File: config.mk
export PLATFORM = sky130hd
export DESIGN_NAME = apb_cmd_master_flat
export DESIGN_NICKNAME = d
export VERILOG_FILES = /design/src/rtl/apb_cmd_pkg.sv /design/src/rtl/apb_cmd_master_if.sv /design/src/rtl/apb_wait_timer.sv /design/src/rtl/apb_cmd_master.sv /design/src/flat_wrapper.sv
export SDC_FILE = /design/constraint.sdc
export NUM_CORES = 1
export LEC_CHECK = 0
export BUFFER_PORTS_ARGS = -buffer_cell sky130_fd_sc_hd__buf_2
export CORE_MARGIN = 5
export CORE_UTILIZATION = 30
export CTS_CLUSTER_DIAMETER = 50
export DETAILED_ROUTE_END_ITERATION = 10
export HOLD_SLACK_MARGIN = 0.12
export PLACE_DENSITY = 0.54
export SLEW_MARGIN = 10
export SYNTH_ARGS = -nofsm -noshare
export SYNTH_HDL_FRONTEND = slang
export SYNTH_SLANG_ARGS = --single-unit
File: constraint.sdc
create_clock -name PCLK -period 2.57 [get_ports PCLK]
set_input_delay 0.6425 -clock PCLK [delete_from_list [all_inputs] [get_ports PCLK]]
set_output_delay 0.6425 -clock PCLK [all_outputs]
set_load 0.01 [all_outputs]
File: src/rtl/apb_cmd_pkg.sv
// -----------------------------------------------------------------------------
// apb_cmd_pkg
// Shared definitions for the APB command master: FSM state encoding, default
// widths, the CoreUARTapb register map and STATUS bit positions, and a helper
// that sizes the wait counter.
// No ports (package).
// -----------------------------------------------------------------------------
package apb_cmd_pkg;

    typedef enum logic [1:0] {
        IDLE   = 2'd0,
        SETUP  = 2'd1,
        ACCESS = 2'd2,
        RESP   = 2'd3
    } state_t;

    localparam int DEF_ADDR_WIDTH     = 5;
    localparam int DEF_DATA_WIDTH     = 8;
    localparam int DEF_NUM_SLAVES     = 2;
    localparam int DEF_SLV_IDX_WIDTH  = 4;
    localparam int DEF_TIMEOUT_CYCLES = 16;

    // CoreUARTapb register offsets
    localparam logic [4:0] UART_TXDATA = 5'h00;
    localparam logic [4:0] UART_RXDATA = 5'h04;
    localparam logic [4:0] UART_CTRL1  = 5'h08;
    localparam logic [4:0] UART_CTRL2  = 5'h0C;
    localparam logic [4:0] UART_STATUS = 5'h10;

    // CoreUARTapb STATUS register bit positions
    localparam int STAT_TXRDY      = 0;
    localparam int STAT_RXRDY      = 1;
    localparam int STAT_PARITY_ERR = 2;
    localparam int STAT_OVERFLOW   = 3;

    // Width able to hold 0..limit; never narrower than one bit.
    function automatic int cnt_width(input int limit);
        return (limit < 1) ? 1 : $clog2(limit + 1);
    endfunction

endpackage

File: src/rtl/apb_cmd_master_if.sv
// -----------------------------------------------------------------------------
// apb_cmd_master_if
// Bundles the command/response handshake and the shared APB3 bus of the
// command master.
//   master modport : view of apb_cmd_master (takes commands, drives APB).
//   slave  modport : view of everything opposite it (command source plus the
//                    externally muxed APB slave return path).
// Signals:
//   cmd_valid/cmd_ready/cmd_write/cmd_slv/cmd_addr/cmd_wdata : command
//   rsp_valid/rsp_rdata/rsp_err/rsp_timeout                  : response
//   PSEL/PENABLE/PWRITE/PADDR/PWDATA                         : APB request
//   PRDATA/PREADY/PSLVERR                                    : APB return
// -----------------------------------------------------------------------------
interface apb_cmd_master_if
    import apb_cmd_pkg::*;
#(
    parameter int ADDR_WIDTH    = DEF_ADDR_WIDTH,
    parameter int DATA_WIDTH    = DEF_DATA_WIDTH,
    parameter int NUM_SLAVES    = DEF_NUM_SLAVES,
    parameter int SLV_IDX_WIDTH = DEF_SLV_IDX_WIDTH
);
    logic                     cmd_valid;
    logic                     cmd_ready;
    logic                     cmd_write;
    logic [SLV_IDX_WIDTH-1:0] cmd_slv;
    logic [ADDR_WIDTH-1:0]    cmd_addr;
    logic [DATA_WIDTH-1:0]    cmd_wdata;

    logic                     rsp_valid;
    logic [DATA_WIDTH-1:0]    rsp_rdata;
    logic                     rsp_err;
    logic                     rsp_timeout;

    logic [NUM_SLAVES-1:0]    PSEL;
    logic                     PENABLE;
    logic                     PWRITE;
    logic [ADDR_WIDTH-1:0]    PADDR;
    logic [DATA_WIDTH-1:0]    PWDATA;
    logic [DATA_WIDTH-1:0]    PRDATA;
    logic                     PREADY;
    logic                     PSLVERR;

    modport master (
        input  cmd_valid, cmd_write, cmd_slv, cmd_addr, cmd_wdata,
        output cmd_ready,
        output rsp_valid, rsp_rdata, rsp_err, rsp_timeout,
        output PSEL, PENABLE, PWRITE, PADDR, PWDATA,
        input  PRDATA, PREADY, PSLVERR
    );

    modport slave (
        output cmd_valid, cmd_write, cmd_slv, cmd_addr, cmd_wdata,
        input  cmd_ready,
        input  rsp_valid, rsp_rdata, rsp_err, rsp_timeout,
        input  PSEL, PENABLE, PWRITE, PADDR, PWDATA,
        output PRDATA, PREADY, PSLVERR
    );

endinterface

File: src/rtl/apb_wait_timer.sv
// -----------------------------------------------------------------------------
// apb_wait_timer
// Saturating counter of APB wait-state cycles.
//   i_clk     : clock
//   i_rst     : asynchronous active-high reset
//   i_clr     : clear count (priority over i_en)
//   i_en      : count this cycle (ACCESS with PREADY low)
//   o_expired : this counting cycle brings the count to TIMEOUT_CYCLES
// TIMEOUT_CYCLES = 0 disables expiry; the counter then never moves.
// -----------------------------------------------------------------------------
module apb_wait_timer
    import apb_cmd_pkg::*;
#(
    parameter int TIMEOUT_CYCLES = DEF_TIMEOUT_CYCLES
) (
    input  logic i_clk,
    input  logic i_rst,
    input  logic i_clr,
    input  logic i_en,
    output logic o_expired
);

    localparam int               CNT_W   = cnt_width(TIMEOUT_CYCLES);
    localparam logic [CNT_W-1:0] CNT_MAX = CNT_W'(TIMEOUT_CYCLES);

    logic [CNT_W-1:0] r_cnt;

    always_ff @(posedge i_clk or posedge i_rst) begin
        if (i_rst) begin
            r_cnt <= '0;
        end else if (i_clr) begin
            r_cnt <= '0;
        end else if (i_en && (r_cnt != CNT_MAX)) begin
            r_cnt <= r_cnt + 1'b1;
        end
    end

    // Expiry is flagged on the cycle whose increment reaches the limit, so
    // the FSM can leave ACCESS on that same edge.
    generate
        if (TIMEOUT_CYCLES == 0) begin : g_no_timeout
            assign o_expired = 1'b0;
        end else begin : g_timeout
            assign o_expired = i_en && (r_cnt >= (CNT_MAX - 1'b1));
        end
    endgenerate

endmodule

File: src/rtl/apb_cmd_master.sv
// -----------------------------------------------------------------------------
// apb_cmd_master
// Hardware APB3 initiator: turns single command/response handshakes into APB
// read/write transfers to one of NUM_SLAVES slaves that share the request
// lines and each own one PSEL bit.
// Ports:
//   PCLK   : clock
//   PRESET : asynchronous active-high reset
//   bus    : apb_cmd_master_if.master (command, response and APB signals)
// Timing (no wait states): accept N, SETUP N+1, ACCESS N+2, rsp_valid N+3.
// An out-of-range slave index skips the bus and responds on N+1 with error.
// -----------------------------------------------------------------------------
module apb_cmd_master
    import apb_cmd_pkg::*;
#(
    parameter int ADDR_WIDTH     = DEF_ADDR_WIDTH,
    parameter int DATA_WIDTH     = DEF_DATA_WIDTH,
    parameter int NUM_SLAVES     = DEF_NUM_SLAVES,
    parameter int SLV_IDX_WIDTH  = DEF_SLV_IDX_WIDTH,
    parameter int TIMEOUT_CYCLES = DEF_TIMEOUT_CYCLES
) (
    input  logic             PCLK,
    input  logic             PRESET,
    apb_cmd_master_if.master bus
);

    // One extra bit so NUM_SLAVES itself is representable for the range check.
    localparam logic [SLV_IDX_WIDTH:0] NUM_SLV_EXT = (SLV_IDX_WIDTH + 1)'(NUM_SLAVES);

    state_t                   r_state;
    state_t                   w_state_nxt;
    logic [SLV_IDX_WIDTH-1:0] r_slv;
    logic                     r_write;
    logic [ADDR_WIDTH-1:0]    r_addr;
    logic [DATA_WIDTH-1:0]    r_wdata;
    logic [DATA_WIDTH-1:0]    r_rsp_rdata;
    logic                     r_rsp_err;
    logic                     r_rsp_timeout;

    logic                     w_cmd_ready;
    logic                     w_accept;
    logic                     w_slv_ok;
    logic                     w_load_cmd;
    logic                     w_rsp_load;
    logic                     w_rsp_err_nxt;
    logic                     w_rsp_tmo_nxt;
    logic [DATA_WIDTH-1:0]    w_rsp_rdata_nxt;
    logic                     w_tmr_en;
    logic                     w_expired;
    logic [NUM_SLAVES-1:0]    w_psel_dec;

    assign w_cmd_ready = (r_state == IDLE) || (r_state == RESP);
    assign w_accept    = bus.cmd_valid && w_cmd_ready;
    assign w_slv_ok    = ({1'b0, bus.cmd_slv} < NUM_SLV_EXT);
    assign w_tmr_en    = (r_state == ACCESS) && !bus.PREADY;

    apb_wait_timer #(
        .TIMEOUT_CYCLES (TIMEOUT_CYCLES)
    ) u_wait_timer (
        .i_clk     (PCLK),
        .i_rst     (PRESET),
        .i_clr     (w_load_cmd),
        .i_en      (w_tmr_en),
        .o_expired (w_expired)
    );

    always_ff @(posedge PCLK or posedge PRESET) begin
        if (PRESET) begin
            r_state <= IDLE;
        end else begin
            r_state <= w_state_nxt;
        end
    end

    always_comb begin
        w_state_nxt     = r_state;
        w_load_cmd      = 1'b0;
        w_rsp_load      = 1'b0;
        w_rsp_err_nxt   = 1'b0;
        w_rsp_tmo_nxt   = 1'b0;
        w_rsp_rdata_nxt = '0;
        case (r_state)
            IDLE, RESP: begin
                w_state_nxt = IDLE;
                if (w_accept) begin
                    if (w_slv_ok) begin
                        w_state_nxt = SETUP;
                        w_load_cmd  = 1'b1;
                    end else begin
                        // Unknown slave: answer straight away, bus untouched.
                        w_state_nxt   = RESP;
                        w_rsp_load    = 1'b1;
                        w_rsp_err_nxt = 1'b1;
                    end
                end
            end
            SETUP: begin
                w_state_nxt = ACCESS;
            end
            ACCESS: begin
                // PREADY wins over expiry on the limit cycle.
                if (bus.PREADY) begin
                    w_state_nxt     = RESP;
                    w_rsp_load      = 1'b1;
                    w_rsp_err_nxt   = bus.PSLVERR;
                    w_rsp_rdata_nxt = (!r_write && !bus.PSLVERR) ? bus.PRDATA : '0;
                end else if (w_expired) begin
                    w_state_nxt   = RESP;
                    w_rsp_load    = 1'b1;
                    w_rsp_err_nxt = 1'b1;
                    w_rsp_tmo_nxt = 1'b1;
                end
            end
            default: begin
                w_state_nxt = IDLE;
            end
        endcase
    end

    // Request fields stay at their last values outside a transfer; the
    // response fields hold until the next completion.
    always_ff @(posedge PCLK or posedge PRESET) begin
        if (PRESET) begin
            r_slv         <= '0;
            r_write       <= 1'b0;
            r_addr        <= '0;
            r_wdata       <= '0;
            r_rsp_rdata   <= '0;
            r_rsp_err     <= 1'b0;
            r_rsp_timeout <= 1'b0;
        end else begin
            if (w_load_cmd) begin
                r_slv   <= bus.cmd_slv;
                r_write <= bus.cmd_write;
                r_addr  <= bus.cmd_addr;
                r_wdata <= bus.cmd_wdata;
            end
            if (w_rsp_load) begin
                r_rsp_rdata   <= w_rsp_rdata_nxt;
                r_rsp_err     <= w_rsp_err_nxt;
                r_rsp_timeout <= w_rsp_tmo_nxt;
            end
        end
    end

    always_comb begin
        w_psel_dec = '0;
        for (int i = 0; i < NUM_SLAVES; i++) begin
            w_psel_dec[i] = (r_slv == SLV_IDX_WIDTH'(i));
        end
    end

    // PSEL/PENABLE decode straight from the state register so an async reset
    // removes them without waiting for a clock edge.
    assign bus.PSEL        = ((r_state == SETUP) || (r_state == ACCESS)) ? w_psel_dec : '0;
    assign bus.PENABLE     = (r_state == ACCESS);
    assign bus.PWRITE      = r_write;
    assign bus.PADDR       = r_addr;
    assign bus.PWDATA      = r_wdata;
    assign bus.cmd_ready   = w_cmd_ready;
    assign bus.rsp_valid   = (r_state == RESP);
    assign bus.rsp_rdata   = r_rsp_rdata;
    assign bus.rsp_err     = r_rsp_err;
    assign bus.rsp_timeout = r_rsp_timeout;

endmodule

File: src/flat_wrapper.sv
// flat-port wrapper written by rule: the top's interface ports become plain ports
module apb_cmd_master_flat import apb_cmd_pkg::*;
#(
    parameter int ADDR_WIDTH     = DEF_ADDR_WIDTH,
    parameter int DATA_WIDTH     = DEF_DATA_WIDTH,
    parameter int NUM_SLAVES     = DEF_NUM_SLAVES,
    parameter int SLV_IDX_WIDTH  = DEF_SLV_IDX_WIDTH,
    parameter int TIMEOUT_CYCLES = DEF_TIMEOUT_CYCLES
)
  (PCLK, PRESET, bus_cmd_valid, bus_cmd_write, bus_cmd_slv, bus_cmd_addr, bus_cmd_wdata, bus_cmd_ready, bus_rsp_valid, bus_rsp_rdata, bus_rsp_err, bus_rsp_timeout, bus_PSEL, bus_PENABLE, bus_PWRITE, bus_PADDR, bus_PWDATA, bus_PRDATA, bus_PREADY, bus_PSLVERR);
  apb_cmd_master_if #(.ADDR_WIDTH(ADDR_WIDTH), .DATA_WIDTH(DATA_WIDTH), .NUM_SLAVES(NUM_SLAVES), .SLV_IDX_WIDTH(SLV_IDX_WIDTH)) bus_i ();
  input  logic PCLK;
  input  logic PRESET;
  input wire logic [$bits(bus_i.cmd_valid)-1:0] bus_cmd_valid;
  input wire logic [$bits(bus_i.cmd_write)-1:0] bus_cmd_write;
  input wire logic [$bits(bus_i.cmd_slv)-1:0] bus_cmd_slv;
  input wire logic [$bits(bus_i.cmd_addr)-1:0] bus_cmd_addr;
  input wire logic [$bits(bus_i.cmd_wdata)-1:0] bus_cmd_wdata;
  output wire logic [$bits(bus_i.cmd_ready)-1:0] bus_cmd_ready;
  output wire logic [$bits(bus_i.rsp_valid)-1:0] bus_rsp_valid;
  output wire logic [$bits(bus_i.rsp_rdata)-1:0] bus_rsp_rdata;
  output wire logic [$bits(bus_i.rsp_err)-1:0] bus_rsp_err;
  output wire logic [$bits(bus_i.rsp_timeout)-1:0] bus_rsp_timeout;
  output wire logic [$bits(bus_i.PSEL)-1:0] bus_PSEL;
  output wire logic [$bits(bus_i.PENABLE)-1:0] bus_PENABLE;
  output wire logic [$bits(bus_i.PWRITE)-1:0] bus_PWRITE;
  output wire logic [$bits(bus_i.PADDR)-1:0] bus_PADDR;
  output wire logic [$bits(bus_i.PWDATA)-1:0] bus_PWDATA;
  input wire logic [$bits(bus_i.PRDATA)-1:0] bus_PRDATA;
  input wire logic [$bits(bus_i.PREADY)-1:0] bus_PREADY;
  input wire logic [$bits(bus_i.PSLVERR)-1:0] bus_PSLVERR;
  assign bus_i.cmd_valid = bus_cmd_valid;
  assign bus_i.cmd_write = bus_cmd_write;
  assign bus_i.cmd_slv = bus_cmd_slv;
  assign bus_i.cmd_addr = bus_cmd_addr;
  assign bus_i.cmd_wdata = bus_cmd_wdata;
  assign bus_cmd_ready = bus_i.cmd_ready;
  assign bus_rsp_valid = bus_i.rsp_valid;
  assign bus_rsp_rdata = bus_i.rsp_rdata;
  assign bus_rsp_err = bus_i.rsp_err;
  assign bus_rsp_timeout = bus_i.rsp_timeout;
  assign bus_PSEL = bus_i.PSEL;
  assign bus_PENABLE = bus_i.PENABLE;
  assign bus_PWRITE = bus_i.PWRITE;
  assign bus_PADDR = bus_i.PADDR;
  assign bus_PWDATA = bus_i.PWDATA;
  assign bus_i.PRDATA = bus_PRDATA;
  assign bus_i.PREADY = bus_PREADY;
  assign bus_i.PSLVERR = bus_PSLVERR;
  apb_cmd_master #(.ADDR_WIDTH(ADDR_WIDTH), .DATA_WIDTH(DATA_WIDTH), .NUM_SLAVES(NUM_SLAVES), .SLV_IDX_WIDTH(SLV_IDX_WIDTH), .TIMEOUT_CYCLES(TIMEOUT_CYCLES)) u_core (.PCLK(PCLK), .PRESET(PRESET), .bus(bus_i));
endmodule
==> run metrics, run 1 <==
wl on met1=1704 um; Main synth FF type=dfrtp_1; largest net degree at the start of global routing=36; final worst slack=282.0 ps; RSZ-0062 raised after global routing=false; met3 wire length=347 um; total track usage=11.36%; core area=5439 um2; CP Cell Sequence=inv_1, ha_1, nor4_1, nor2b_1, buf_2; WL/cell=13.31 um; Synth top area share=52.87%; Worst-Margin Slew=553.4 ps; crit path from=u_core.r_state[0]; Area Overhead vs Synth=29.30%; Max clock buf depth=2; post-CTS sizing=0; Yosys warning total=0; GP Congestion=0.7279; first-pass GRT wire length=6520 um; Setup Buffers After CTS=0; EDFF count, synth=0; Final period util=89.03%; Post-Syn Nets=180; vias after detailed routing=1315; nature of the critical path endpoint=output port; CTS tree=built; VDD IR max=0.0005319 V; layout cells sized above 1=43.19%; r2r worst-path depth=6; Die ar.=7108 um2; Netlist cell types=31; Post-synth top cells=dfrtp_1, mux2_2, inv_1, nand3_1; final setup skew=3.785 ps; routed wl met2=1691 um; maxcap violations=0; Worst-path clk slew=70 ps; HPWL Detailed=2916 um; IO buf count=59; Initial DRC Count=37; Final Hold Vio Count=0; ANT cells=0; pwr dens=1099 nW/um2; final wirelength=3793 um; status=completed; hold buffers post-CTS=0; Root Driver=clkbuf_8; endpoints failing setup=0; Worst Setup Start Kind=flop; Synth area leader=dfrtp_1; initial antenna violation count=0; largest cells by area after synthesis=dfrtp_1, mux2_2, ha_1, inv_1, nand3_1; CP required=1930 ps; top sig layer=met4; crit-path max FO=6; LEAKAGE=1.050 nW; die width=84.31 um; CP Class=reg2out; arrival time at the worst endpoint=1650 ps; Min-Delay Path Class=in2async; TNS Setup=0 ps; CP max stage delay=400 ps; clk sink count=35; htree depth=2; worst r2r src=u_core.r_state[0]; Vias per Instance=4.614; count leader, synth=dfrtp_1; Max-Slew Margin vs Limit=62.97%; I/O pin count=60; fin. max-slew vios=0; # rows=27; iteration count of the initial detailed-routing pass=4; Syn Area/Cell=11.58 um2; number of buffers created by CTS=5; Chip Height=84.31 um; Routed Antenna Nets=0; starting density of the core=30.46%; DRC viols=0; FF+latch count, synth=35; vias in the first global route=1401; fin crit period=2288 ps; Async SR Flop Fraction=100.0%; nets@finish=249; CP max stage cell=dfrtp_1; GRT overflow=0; register area share after synthesis=52.87%; Clock Latency Late Sink=280 ps; post-synthesis cell count=143; Place WS=559.4 ps; fmax=0.4371 GHz; Synth Cell Area=1657 um2
-- final cells by class --
cell class                      instances  area (um2)
Clock buffer                            7       76.32
Clock inverter                          1       5.005
Fill cell                             566        3297
Inverter                               15       56.30
Multi-Input combinational cell         90       698.2
Sequential cell                        35       875.8
Tap cell                               72       90.09
Timing Repair Buffer                   65       340.3
-- cells in the final DEF, fill, tap and decap left out, drive strengths merged --
master | synthesis | layout
a211o | 2 | 2
a211oi | 2 | 2
a21oi | 5 | 5
a31oi | 1 | 1
and2 | 2 | 2
and3 | 1 | 1
and4bb | 1 | 1
buf | 3 | 65
clkbuf | 0 | 7
clkinv | 0 | 1
dfrtp | 35 | 35
ha | 6 | 6
inv | 15 | 15
mux2 | 17 | 17
nand2 | 3 | 3
nand2b | 2 | 2
nand3 | 11 | 11
nand3b | 2 | 2
nand4 | 1 | 1
nor2 | 4 | 4
nor2b | 7 | 7
nor3 | 1 | 1
nor3b | 1 | 1
nor4 | 2 | 2
nor4bb | 1 | 1
o21ai | 7 | 7
o311ai | 1 | 1
o31ai | 7 | 7
or3 | 2 | 2
or4 | 1 | 1
-- kinds of logic after synthesis --
logic type | after synthesis | synth area share (%)
AND/OR/NAND/NOR | 42 | 15.71
flip-flops | 35 | 52.87
AO/OA/AOI/OAI | 25 | 10.35
buffers and inverters | 18 | 4.984
multiplexers | 17 | 11.56
adder cells (fa/ha/maj) | 6 | 4.532
-- worst paths after layout --
kind                       slack, ps                   end
setup / recovery                 280           bus_PSEL[0]
setup reg to reg                 660  u_core.bus.PWDATA[7]
hold reg to reg                  500   u_core.bus.PADDR[4]
hold / removal                   450   u_core.bus.PADDR[3]
max in group asynchronous       1810       u_core.r_slv[1]
min in group PCLK                500   u_core.bus.PADDR[4]
-- state kept, by name, summed over array words and instances (netlist names) --
signal                     cells
u_core.bus.rsp_err             1
u_core.bus.rsp_rdata           8
u_core.bus.rsp_timeout         1
u_core.r_state                 2
u_core.u_wait_timer.r_cnt      5
u_core.bus.PWDATA              8
u_core.bus.PADDR               5
u_core.bus.PWRITE              1
u_core.r_slv                   4
-- worst max-delay path: cells and delay by family (launching register included) --
family | cells | cell delay, ps
buffers and inverters | 2 | 190
adders and majority gates | 1 | 370
and+or+nand+nor | 2 | 410
DFF | 1 | 400
-- per-layer routing --
metal	GRT usage (%)	up-vias
li1	-	650
met1	13.98	615
met2	17.79	45
met3	5.201	5
met4	3.509	0
met5	0	-
-- per-stage QoR --
step | power (mW) | cell area, um2 | hold WS, ps | std cells | util [%]
6_report | 2.355 | 2142 | 452.8 | 285 | 39.38
5_1_grt | 2.582 | 2142 | 494.2 | 285 | 39.38
3_3_place_gp | 2.004 | 2061 | 482.2 | 277 | 37.89
2_1_floorplan | 1.588 | 1657 | 464.7 | 143 | -
3_5_place_dp | 2.015 | 2061 | 479.9 | 277 | 37.89
4_1_cts | 2.407 | 2142 | 460.9 | 285 | 39.38
-- report_power, final --
| part | internal, mW | total (mW) | switching [mW] |
|---|---|---|---|
| clock | 0.190 | 0.375 | 0.185 |
| sequential | 0.776 | 0.924 | 0.148 |
| combinational | 0.494 | 1.06 | 0.562 |
(Power assumes the default switching activity.)
==> inputs of run 2 (changes only) <==
--- a/config.mk
+++ b/config.mk
@@ -11,7 +11,6 @@
 export CTS_CLUSTER_DIAMETER = 50
 export DETAILED_ROUTE_END_ITERATION = 10
 export HOLD_SLACK_MARGIN = 0.12
-export PLACE_DENSITY = 0.54
 export SLEW_MARGIN = 10
 export SYNTH_ARGS = -nofsm -noshare
 export SYNTH_HDL_FRONTEND = slang
==> run 2 against run 1 <==
Compared with the run above:
- register-to-register slack improved by 30 ps
- non-clock buffer count did not move
- fmax fell by 1.9%
- count of clock-buffer cells in the layout did not move
- die area did not move
- via count rose by 0.23%
- clock power rose by 18%
- routed wire length fell by 1.9%
- critical endpoint unchanged
- highest routed layer unchanged
==> run metrics, run 2 (same netlist as run 1, synthesis figures left out) <==
Sequential Power Share=38.3% (-0.9 points); Chip Height=84.31 um (unchanged); Area Overhead vs Synth=30.66%; Crit path max-delay family=simple AND/OR/NAND/NOR gates; CP Cell Sequence=inv_1, ha_1, nor4_1, nor2b_1, buf_2; post-layout instance area=2165 um2 (+1.1%); TNS Setup=0 ps (unchanged); number of buffers created by CTS=5 (unchanged); met1 Usage GRT=15.10% (+1.1 points); dpl cells=277 (unchanged); gr busiest metal=met2; largest net degree at the start of global routing=36 (unchanged); Initial DRC Count=53 (+43%); crit-path max FO=6 (unchanged); GR met3 Demand/Resource=4.122% (-1.1 points); LEAKAGE=1.059 nW (+0.79%); CP Class=reg2out; Hold Worst Slack=451.7 ps (-1.115 ps); status=completed; Int Power=1.514 mW (+3.7%); nature of the critical path endpoint=output port; Worst Path Buf+Inv=2 (unchanged); iteration count of the initial detailed-routing pass=6 (+2); hold buffers post-CTS=0 (unchanged); Final Hold Vio Count=0 (unchanged); final setup skew=2.703 ps (-1.083 ps); core area=5439 um2 (unchanged); fin crit period=2332 ps (+44.35 ps); endpoints failing setup=0 (unchanged); Root Driver=clkbuf_8; Worst Setup Start Kind=flop; htree depth=2 (unchanged); HPWL Detailed=2778 um (-4.8%); fmax=0.4288 GHz (-1.9%); WL/cell=13.06 um (-1.9%); ANT cells=0 (unchanged); CP required=1930 ps (about the same); layout cells sized above 1=44.13% (+0.94 points); Logic pwr share=43.4% (-1.4 points); clk sink count=35 (unchanged); most common cell after layout, fill and taps aside=buf_2; DRC viols=0 (unchanged); IO buf count=59 (unchanged); Clock Latency Late Sink=280 ps (about the same); VDD IR max=0.0005740 V (+7.9%); r2r worst-path depth=6 (unchanged); CTS tree=built; final wirelength=3721 um (-1.9%); critical path depth=5 (unchanged); arrival time at the worst endpoint=1690 ps (+40 ps); total track usage=11.27% (-0.095 points); die width=84.31 um (unchanged); vias in the first global route=1406 (+0.36%); GP Congestion=0.7659 (+5.2%); RSZ-0062 raised after global routing=false; post-CTS sizing=0 (unchanged); most frequent cells in the layout=buf_2, dfrtp_1, mux2_2, inv_1, nand3_1; nets@finish=249 (unchanged); Clock Power Share=18.3% (+2.4 points); Power, Total=2.424 mW (+2.9%); NetSw=0.9096 mW (+1.6%); I/O pin count=60 (unchanged); met2 Use GR=17.14% (-0.65 points); sw frac=37.52% (-0.48 points); Worst-path clk slew=70 ps (about the same); Place WS=536.4 ps (-22.98 ps); final core occ=39.80% (+0.41 points); CP max stage cell=dfrtp_1; Setup Buffers After CTS=0 (unchanged); Worst-Margin Slew=551.5 ps (-1.948 ps); pwr dens=1120 nW/um2 (+1.9%); first-pass GRT wire length=6630 um (+1.7%); CP max stage delay=390 ps (about the same); initial antenna violation count=0 (unchanged); Routed Antenna Nets=0 (unchanged); starting density of the core=30.46% (unchanged); Vias per Instance=4.625 (+0.23%); Final period util=90.75% (+1.7 points); GRT overflow=0 (unchanged); fin. max-slew vios=0 (unchanged); Max-Slew Margin vs Limit=63.10% (+0.13 points); Max clock buf depth=2 (unchanged); Min-Delay Path Class=in2async; Die ar.=7108 um2 (unchanged); maxcap violations=0 (unchanged); placed inst area=2061 um2 (unchanged); vias after detailed routing=1318 (+0.23%); # rows=27 (unchanged); post-route insts no fill=285 (unchanged); final worst slack=237.7 ps (-44.35 ps)
run 2: cell types whose count changed in the layout (fill, tap and decap cells not counted):
| cell | previous run | this run |
|---|---|---|
| clkbuf_1 | 2 | 0 |
| clkbuf_8 | 5 | 7 |
| clkinv_2 | 1 | 0 |
| clkinvlp_4 | 0 | 1 |
run 2: metal layers:
| metal | wire [um] | part of all wire, % |
|---|---|---|
| met5 | 0 | 0 |
| met1 | 1791 | 48 |
| met2 | 1683 | 45 |
| met3 | 231 | 6.2 |
| met4 | 14 | 0.38 |
run 2: power groups by stage:
stage               Clock, mW  Sequential [mW]  Combinational (mW)
finish                  0.443            0.928                1.05
floorplan                   0            0.997               0.591
global route            0.490            0.967                1.19
detailed placement          0            0.933                1.08
global placement            0            0.927                1.06
CTS                     0.461            0.930                1.08
run 2: tightest hold or removal path: cells and delay by family:
kind / cells / cell delay, ps
buffers and inverters: 3 / 520
run 2: path summary, 6_finish.rpt:
kind | startpoint | end | slack, ps
min in group PCLK | u_core.bus.rsp_err | u_core.bus.rsp_err | 490
worst min register to register | u_core.bus.rsp_err | u_core.bus.rsp_err | 490
worst max register to register | u_core.r_state[0] | u_core.bus.PWDATA[4] | 690
worst min-delay path | PRESET | u_core.bus.PWRITE | 450
max in group asynchronous | PRESET | u_core.r_slv[2] | 1810
worst max-delay path | u_core.r_state[0] | bus_PSEL[0] | 240
run 2: cell type report:
class                   count  area [um2]
clock inverters             1       7.507
multi-input cells          90       698.2
flip-flops and latches     35       875.8
well taps                  72       90.09
repair buffers             65       340.3
fillers                   552        3274
clock buffers               7       96.34
inverters                  15       56.30
